## src/rtl/vga_timing_gen.sv

```systemverilog
// Free-running 800x600@60 raster timing source; itf_vga "out" signals flattened onto o_* ports.
// Optional colour-bar test pattern on o_rgb when VGA_TEST_PATTERN_EN is defined.
module vga_timing_gen #(
    parameter int H_ACTIVE = 800,
    parameter int H_FRONT  = 40,
    parameter int H_SYNC   = 128,
    parameter int H_BACK   = 88,
    parameter int V_ACTIVE = 600,
    parameter int V_FRONT  = 1,
    parameter int V_SYNC   = 4,
    parameter int V_BACK   = 23
) (
    input  logic        i_clk,
    input  logic        i_rst,
    output logic [10:0] o_hcount,
    output logic [10:0] o_vcount,
    output logic        o_hsync,
    output logic        o_vsync,
    output logic        o_hblnk,
    output logic        o_vblnk,
    output logic [11:0] o_rgb,
    output logic        o_frame_start
);

    localparam int H_TOTAL = H_ACTIVE + H_FRONT + H_SYNC + H_BACK;
    localparam int V_TOTAL = V_ACTIVE + V_FRONT + V_SYNC + V_BACK;

    generate
        if (H_TOTAL > 2048 || V_TOTAL > 2048) begin : g_bad_size
            $error("vga_timing_gen: H_TOTAL and V_TOTAL must fit in 11-bit counts");
        end
    endgenerate

    localparam logic [10:0] H_LAST   = 11'(H_TOTAL - 1);
    localparam logic [10:0] V_LAST   = 11'(V_TOTAL - 1);
    localparam logic [10:0] H_ACT    = 11'(H_ACTIVE);
    localparam logic [10:0] HS_START = 11'(H_ACTIVE + H_FRONT);
    localparam logic [10:0] HS_END   = 11'(H_ACTIVE + H_FRONT + H_SYNC);
    localparam logic [10:0] V_ACT    = 11'(V_ACTIVE);
    localparam logic [10:0] VS_START = 11'(V_ACTIVE + V_FRONT);
    localparam logic [10:0] VS_END   = 11'(V_ACTIVE + V_FRONT + V_SYNC);

    logic [10:0] r_hcount;
    logic [10:0] r_vcount;
    logic        r_hsync;
    logic        r_vsync;
    logic        r_hblnk;
    logic        r_vblnk;
    logic [11:0] r_rgb;
    logic        r_frame_start;

    logic [10:0] w_hcount_nxt;
    logic [10:0] w_vcount_nxt;
    logic        w_hsync_nxt;
    logic        w_vsync_nxt;
    logic        w_hblnk_nxt;
    logic        w_vblnk_nxt;
    logic [11:0] w_rgb_nxt;
    logic        w_frame_start_nxt;

    // Flags are computed from the next counts so they land in the same cycle as the counts.
    always_comb begin
        w_hcount_nxt = r_hcount + 11'd1;
        w_vcount_nxt = r_vcount;
        if (r_hcount == H_LAST) begin
            w_hcount_nxt = '0;
            w_vcount_nxt = (r_vcount == V_LAST) ? '0 : r_vcount + 11'd1;
        end
        w_hblnk_nxt       = (w_hcount_nxt >= H_ACT);
        w_hsync_nxt       = (w_hcount_nxt >= HS_START) && (w_hcount_nxt < HS_END);
        w_vblnk_nxt       = (w_vcount_nxt >= V_ACT);
        w_vsync_nxt       = (w_vcount_nxt >= VS_START) && (w_vcount_nxt < VS_END);
        w_frame_start_nxt = (w_hcount_nxt == '0) && (w_vcount_nxt == '0);
    end

`ifdef VGA_TEST_PATTERN_EN
    localparam logic [10:0] BAR_W = 11'(H_ACTIVE / 8);

    logic [2:0] w_bar;

    always_comb begin
        w_bar     = 3'(w_hcount_nxt / BAR_W);
        w_rgb_nxt = 12'h000;
        if (!w_hblnk_nxt && !w_vblnk_nxt) begin
            case (w_bar)
                3'd0:    w_rgb_nxt = 12'hFFF;
                3'd1:    w_rgb_nxt = 12'hFF0;
                3'd2:    w_rgb_nxt = 12'h0FF;
                3'd3:    w_rgb_nxt = 12'h0F0;
                3'd4:    w_rgb_nxt = 12'hF0F;
                3'd5:    w_rgb_nxt = 12'hF00;
                3'd6:    w_rgb_nxt = 12'h00F;
                default: w_rgb_nxt = 12'h000;
            endcase
        end
    end
`else
    always_comb begin
        w_rgb_nxt = 12'h000;
    end
`endif

    always_ff @(posedge i_clk) begin
        if (i_rst) begin
            r_hcount      <= '0;
            r_vcount      <= '0;
            r_hsync       <= 1'b0;
            r_vsync       <= 1'b0;
            r_hblnk       <= 1'b0;
            r_vblnk       <= 1'b0;
            r_rgb         <= 12'h000;
            r_frame_start <= 1'b1;
        end else begin
            r_hcount      <= w_hcount_nxt;
            r_vcount      <= w_vcount_nxt;
            r_hsync       <= w_hsync_nxt;
            r_vsync       <= w_vsync_nxt;
            r_hblnk       <= w_hblnk_nxt;
            r_vblnk       <= w_vblnk_nxt;
            r_rgb         <= w_rgb_nxt;
            r_frame_start <= w_frame_start_nxt;
        end
    end

    assign o_hcount      = r_hcount;
    assign o_vcount      = r_vcount;
    assign o_hsync       = r_hsync;
    assign o_vsync       = r_vsync;
    assign o_hblnk       = r_hblnk;
    assign o_vblnk       = r_vblnk;
    assign o_rgb         = r_rgb;
    assign o_frame_start = r_frame_start;

endmodule

```

## config.mk

```make
export PLATFORM = sky130hd
export DESIGN_NAME = vga_timing_gen
export DESIGN_NICKNAME = d
export VERILOG_FILES = /design/src/rtl/vga_timing_gen.sv
export SDC_FILE = /design/constraint.sdc
export NUM_CORES = 1
export LEC_CHECK = 0
export ABC_AREA = 1
export CORE_ASPECT_RATIO = 0.9
export CORE_MARGIN = 4
export CORE_UTILIZATION = 40
export CTS_CLUSTER_SIZE = 20
export DETAILED_ROUTE_END_ITERATION = 10
export DONT_BUFFER_PORTS = 1
export PLACE_DENSITY = 0.52
export SLEW_MARGIN = 20
export SYNTH_ARGS = -nofsm -noshare
export SYNTH_HDL_FRONTEND = slang
export SYNTH_SLANG_ARGS = --single-unit
```

## constraint.sdc

```tcl
create_clock -name i_clk -period 2.8 [get_ports i_clk]
set_clock_uncertainty 0.2 [all_clocks]
set_input_delay 0 -clock i_clk [delete_from_list [all_inputs] [get_ports i_clk]]
set_output_delay 0 -clock i_clk [all_outputs]
set_load 0.02 [all_outputs]
```

* After elaboration in Yosys (flattened, before gate mapping)
Cells that the tools add are included.
** Cells by class
- Add/sub/neg operators :: 2
- $lt $le $gt $ge :: 6
- Equal/unequal tests :: 2
- Muxes and demuxes :: 3
- Reduce and logical (&&, ||, !) cells :: 5
** Operators by type and width (number)
- >= comparator 11 x 10 -> 1 bit, second input constant :: 4
- two-way mux 11 bit :: 3
- adder 11 x 1 -> 11 bit, second input constant :: 2
- zero test 11 bit :: 2
- less-than comparator 11 x 10 -> 1 bit, second input constant :: 2
- equality test 11 x 10 -> 1 bit, second input constant :: 1
- equality test 11 bit, second input constant :: 1
- logical AND 1 bit :: 3
** Storage, ports and cells
- Flip-flop bits (word level) :: 27
- Bits of input ports :: 2
- Output and inout bits :: 39
- Word-level logic and storage cells :: 25

* Longest topological paths before layout
- Depth in word-level cells :: 5
- Depth in mapped cells :: 14
- Gate-level depth less buffers :: 14

* Worst setup path before layout
No wires, ideal clock.
- Kind :: register to register
- From :: register r_hcount[0], in the netlist o_hcount[0]
- To :: register r_vsync, in the netlist o_vsync
- Library setup time :: 112 ps
- Arrival time :: 1816 ps
- Data required time :: 2488 ps
- Path slack :: 672 ps
- Stages on the path, launching flop included :: 13
- Path buffers :: 0
- Period minus slack after synthesis :: 2128 ps
- Path through :: dfxtp_1 ha_1 nand2_1 nor2_4 nand2_2 nor2_4 nand4_1 nand2_1 nand2_1 nor2_2 nand3_1 nand2_1 nor2_1
** Between the ends
- Cells in the longest elaborated chain, start to end :: 4
- Elaborated cells between the ends (all ways) :: 5
- Classes of those cells :: 2 x order compare; 1 x eq/ne; 1 x mux; 1 x reduce/logical
** RTL lines
- from (decl) :: RTL line 43 : logic [10:0] r_hcount;
- from (signal assigned) :: RTL line 114 : r_hcount <= w_hcount_nxt;
- equality test 11 bit (*) :: RTL line 65 : if (r_hcount == H_LAST) begin
- two-way mux 11 bit (*) :: RTL line 65
- >= comparator 11 x 10 -> 1 bit / less-than comparator 11 x 10 -> 1 bit (equally long branches) :: RTL line 72 : w_vsync_nxt = (w_vcount_nxt >= VS_START) && (w_vcount_nxt < VS_END);
- logical AND 1 bit (*) :: RTL line 72
- to (signal assigned) :: RTL line 117 : r_vsync <= w_vsync_nxt;
- to (decl) :: RTL line 46 : logic r_vsync;
Mark *: on every way between the ends. The rest lies on a longest branch, timed or not.
A chain may end at the register's enable or synchronous reset.

* Worst setup path after layout
- From :: register r_hcount[1], in the netlist o_hcount[1]
- To :: register r_vsync, in the netlist o_vsync
The elaborated chain is that of the path after synthesis.

==> qor.txt <==
Util after Layout -> 43.5%
H-tree lvl count -> 1
Share of power burned in registers -> 60.1%
Kind of cell adding the most delay to the critical path -> simple AND/OR/NAND/NOR gates
Share of Yosys cell area claimed by the top area cell type -> 31.4%
Maximum root-to-sink buffer count -> 2
Async set-or-reset flop fraction in the synthesized netlist -> 0%
Crit-path max FO -> 6
Number of search-and-repair iterations in the first detailed-routing pass -> 4
Die W -> 77.2 um
Seq. cell area -> 541 sq um
Count of unresolved DRC violations after routing -> 0
TritonCTS sink count -> 27
Final setup fails -> 0
Combined area of all synthesized cells -> 1720 sq um
Pin count of the biggest net entering global routing -> 27
Final-stage net count -> 287
Class of the worst hold path -> reg2reg
Sum Neg Setup Slack -> 0 ns
Arrival time of data at the critical path endpoint -> 2.40 ns
Total count of max-transition violations in the final report -> 0
Top_reg_cell synth -> sky130_fd_sc_hd__dfxtp_1
Setup repair after global routing missed its margin -> false
Via count of the first global-routing pass -> 1542
Post-synthesis area per instance -> 6.19 sq um
Die footprint -> 5420 sq um
Ratio of cells with drive above 1 in the final layout -> 8.87%
Global Route met3 Usage -> 4.64%
CP bufs+invs -> 0
I/O pin total -> 41
Max-capacitance violation count -> 0
Power density relative to cell area -> 367 nW/um^2
Kind of start point of the critical path -> register
Clk network pwr share -> 34.8%
Total Routing Usage GR -> 16.4%
Master of the slowest instance on the critical path -> sky130_fd_sc_hd__dfxtp_1
Met1 Use GR -> 23.1%
Initial Util -> 41.7%
Upper clock frequency limit -> 413 MHz
Post-Synthesis Cells -> 278
Number of I/O port buffers -> 0
Worst hold slack -> 0.403 ns
Int Pwr -> 0.496 mW
Worst VDD drop -> 303 uV
Clock-pin slew reported for the worst setup and hold paths after clock tree synthesis -> 0.10 ns
Clock Latency Late Sink -> 0.27 ns
Relative area change from synthesis to final layout -> 4.29%
Fin worst setup slack -> 0.378 ns
Psw -> 0.162 mW
Most used routing layer -> met2
Number of antenna-violating nets in the routed design -> 0
Post-cts repair resize count -> 0
Switching share of power -> 24.7%
Clock tree from TritonCTS -> done
Critical Path, Cell by Cell -> ha_1 > nand2_1 > nor2_4 > nand2_1 > nor2_2 > nand4_1 > nand2_1 > nand2_1 > nor2_2 > nand3_1 > nand2_1 > nor2_1
Overall overflow remaining after global route -> 0
Type of the worst setup path -> reg2reg
DRT Wirelength -> 4.30 mm
Post-Place Setup Slack -> 0.409 ns
First-pass GRT wire length -> 7.31 mm
Num rows -> 22
Share of the clock period used by the worst path after layout -> 86.5%
Final hold vios -> 0
Multi-input gate area in the final layout -> 982 sq um
Most instantiated cells after synthesis -> sky130_fd_sc_hd__nand2_1, sky130_fd_sc_hd__nor2_1, sky130_fd_sc_hd__inv_1, sky130_fd_sc_hd__dfxtp_1, sky130_fd_sc_hd__nand3_1
Worst rel slew slack -> 30.9%
Vert. Die Dim -> 70.2 um
Initial antenna violation count -> 0
Transition at the pin with the smallest max-transition slack -> 1.03 ns
Number of hold buffers added after CTS -> 1
Type of destination of the critical path -> register
Seq/Total Area, Yosys -> 31.4%
Number of distinct library cell variants in the gate-level netlist after synthesis -> 26
Core area -> 4130 sq um
Post-CTS setup buffer count -> 0
Final critical path time including I/O delays and setup -> 2.42 ns
Status -> finished clean
HPWL after detailed placement -> 3.28 mm
Total of warnings raised by yosys -> 0
Max incr delay on CP -> 0.48 ns
Leakage power -> 0.827 nW
Detailed router's first-iteration violation count -> 150
Global Route met2 Usage -> 24.5%
Per-cell routed wire length -> 13.0 um
Filler cells -> 457
Total vias in the final route -> 1617
Diode count -> 0
Data required time at the worst endpoint -> 2.78 ns
Number of enable-type register cells in the synthesized netlist -> 0
CTS root buffer -> sky130_fd_sc_hd__clkbuf_8
Synth top area cells -> sky130_fd_sc_hd__dfxtp_1, sky130_fd_sc_hd__nand2_1, sky130_fd_sc_hd__nor2_1, sky130_fd_sc_hd__inv_1, sky130_fd_sc_hd__nand3_1
Post-synthesis sequential element count -> 27
Cell taking the most area after synthesis -> sky130_fd_sc_hd__dfxtp_1
Gp weighted congestion -> 0.893
Part of the power in combinational logic -> 5.1%
Vias per inst -> 4.90
TritonCTS buffer count -> 3
Cell occurring most often along the worst timing path -> sky130_fd_sc_hd__nand2_1
Leading cell type by number of instances after synthesis -> sky130_fd_sc_hd__nand2_1
==> tightest hold or removal path: stages, from the launching register on <==
cell and delay [ns]:
sky130_fd_sc_hd__dfxtp_1 0.35, sky130_fd_sc_hd__buf_4 0.16, sky130_fd_sc_hd__nor3_1 0.06
==> placed cells by master (no fill, tap or decap) <==
cell type / Yosys / routed
sky130_fd_sc_hd__nand2_1: 77 / 77
sky130_fd_sc_hd__nor2_1: 53 / 53
sky130_fd_sc_hd__inv_1: 29 / 29
sky130_fd_sc_hd__dfxtp_1: 27 / 27
sky130_fd_sc_hd__nand3_1: 20 / 20
sky130_fd_sc_hd__conb_1: 1 / 12
sky130_fd_sc_hd__nand4_1: 11 / 11
sky130_fd_sc_hd__nor3_1: 7 / 7
sky130_fd_sc_hd__a21oi_1: 7 / 7
sky130_fd_sc_hd__inv_2: 5 / 5
sky130_fd_sc_hd__nor2_4: 4 / 4
sky130_fd_sc_hd__buf_4: 12 / 4
sky130_fd_sc_hd__nand2_2: 3 / 3
sky130_fd_sc_hd__nand3b_1: 3 / 3
sky130_fd_sc_hd__o21ai_1: 3 / 3
sky130_fd_sc_hd__clkbuf_8: 0 / 3
sky130_fd_sc_hd__o21ai_2: 2 / 2
sky130_fd_sc_hd__nor2_2: 2 / 2
sky130_fd_sc_hd__ha_1: 2 / 2
sky130_fd_sc_hd__nand3b_4: 1 / 1
sky130_fd_sc_hd__nor3b_1: 1 / 1
sky130_fd_sc_hd__xor2_1: 1 / 1
sky130_fd_sc_hd__o21ai_0: 1 / 1
sky130_fd_sc_hd__or2_2: 1 / 1
sky130_fd_sc_hd__a31oi_1: 1 / 1
sky130_fd_sc_hd__clkbuf_1: 3 / 1
sky130_fd_sc_hd__dlygate4sd3_1: 0 / 1
==> routing by layer <==
metal / part of all wire [%] / wire (um)
met5: 0 / 0
met4: 1.1 / 46
met3: 7.8 / 335
met2: 41 / 1770
met1: 50 / 2150
==> cell families after synthesis <==
kind of cell | synth area share [%]
buffers and inverters | 14.0
adder cells (fa/ha/maj) | 1.45
flip-flops | 31.4
XOR/XNOR | 0.509
AND/OR/NAND/NOR | 47.9
AO/OA/AOI/OAI | 4.58
other | 0.218
==> final timing paths <==
kind,startpoint,to,slack [ns],cells past startpoint
setup / recovery,o_hcount[1],o_vsync,0.38,12
hold / removal,o_hcount[0],o_hcount[0],0.40,2
setup reg to reg,o_hcount[1],o_vsync,0.38,12
hold reg to reg,o_hcount[0],o_hcount[0],0.40,2
==> through the flow <==
step	power, mW	std cells	instance area, sq um
finish	0.659	330	1800
global placement	0.431	325	1740
global route	0.693	330	1800
detailed placement	0.431	325	1740
CTS	0.672	330	1800
floorplan	0.445	289	1760
==> final cells by class <==
cell class	instances	share of cell area, %
Timing Repair Buffer	5	2.23
Tap cell	48	3.34
Sequential cell	27	30.1
Multi-Input combinational cell	212	54.7
Clock buffer	4	2.51
Inverter	34	7.11
==> sequential cells by signal, indices dropped and copies added, names as in the netlist <==
signal	cells
o_vsync	1
o_hcount	11
o_vblnk	1
o_hsync	1
o_hblnk	1
o_vcount	11
o_frame_start	1
==> power by group through the flow <==
stage,Sequential [mW],Combinational [mW],Clock (mW)
3_3_place_gp,0.405,0.0260,0
4_1_cts,0.396,0.0332,0.243
6_report,0.396,0.0335,0.229
2_1_floorplan,0.406,0.0389,0
5_1_grt,0.397,0.0368,0.259
3_5_place_dp,0.405,0.0261,0
No activity file was read; power rests on OpenSTA's default activity.
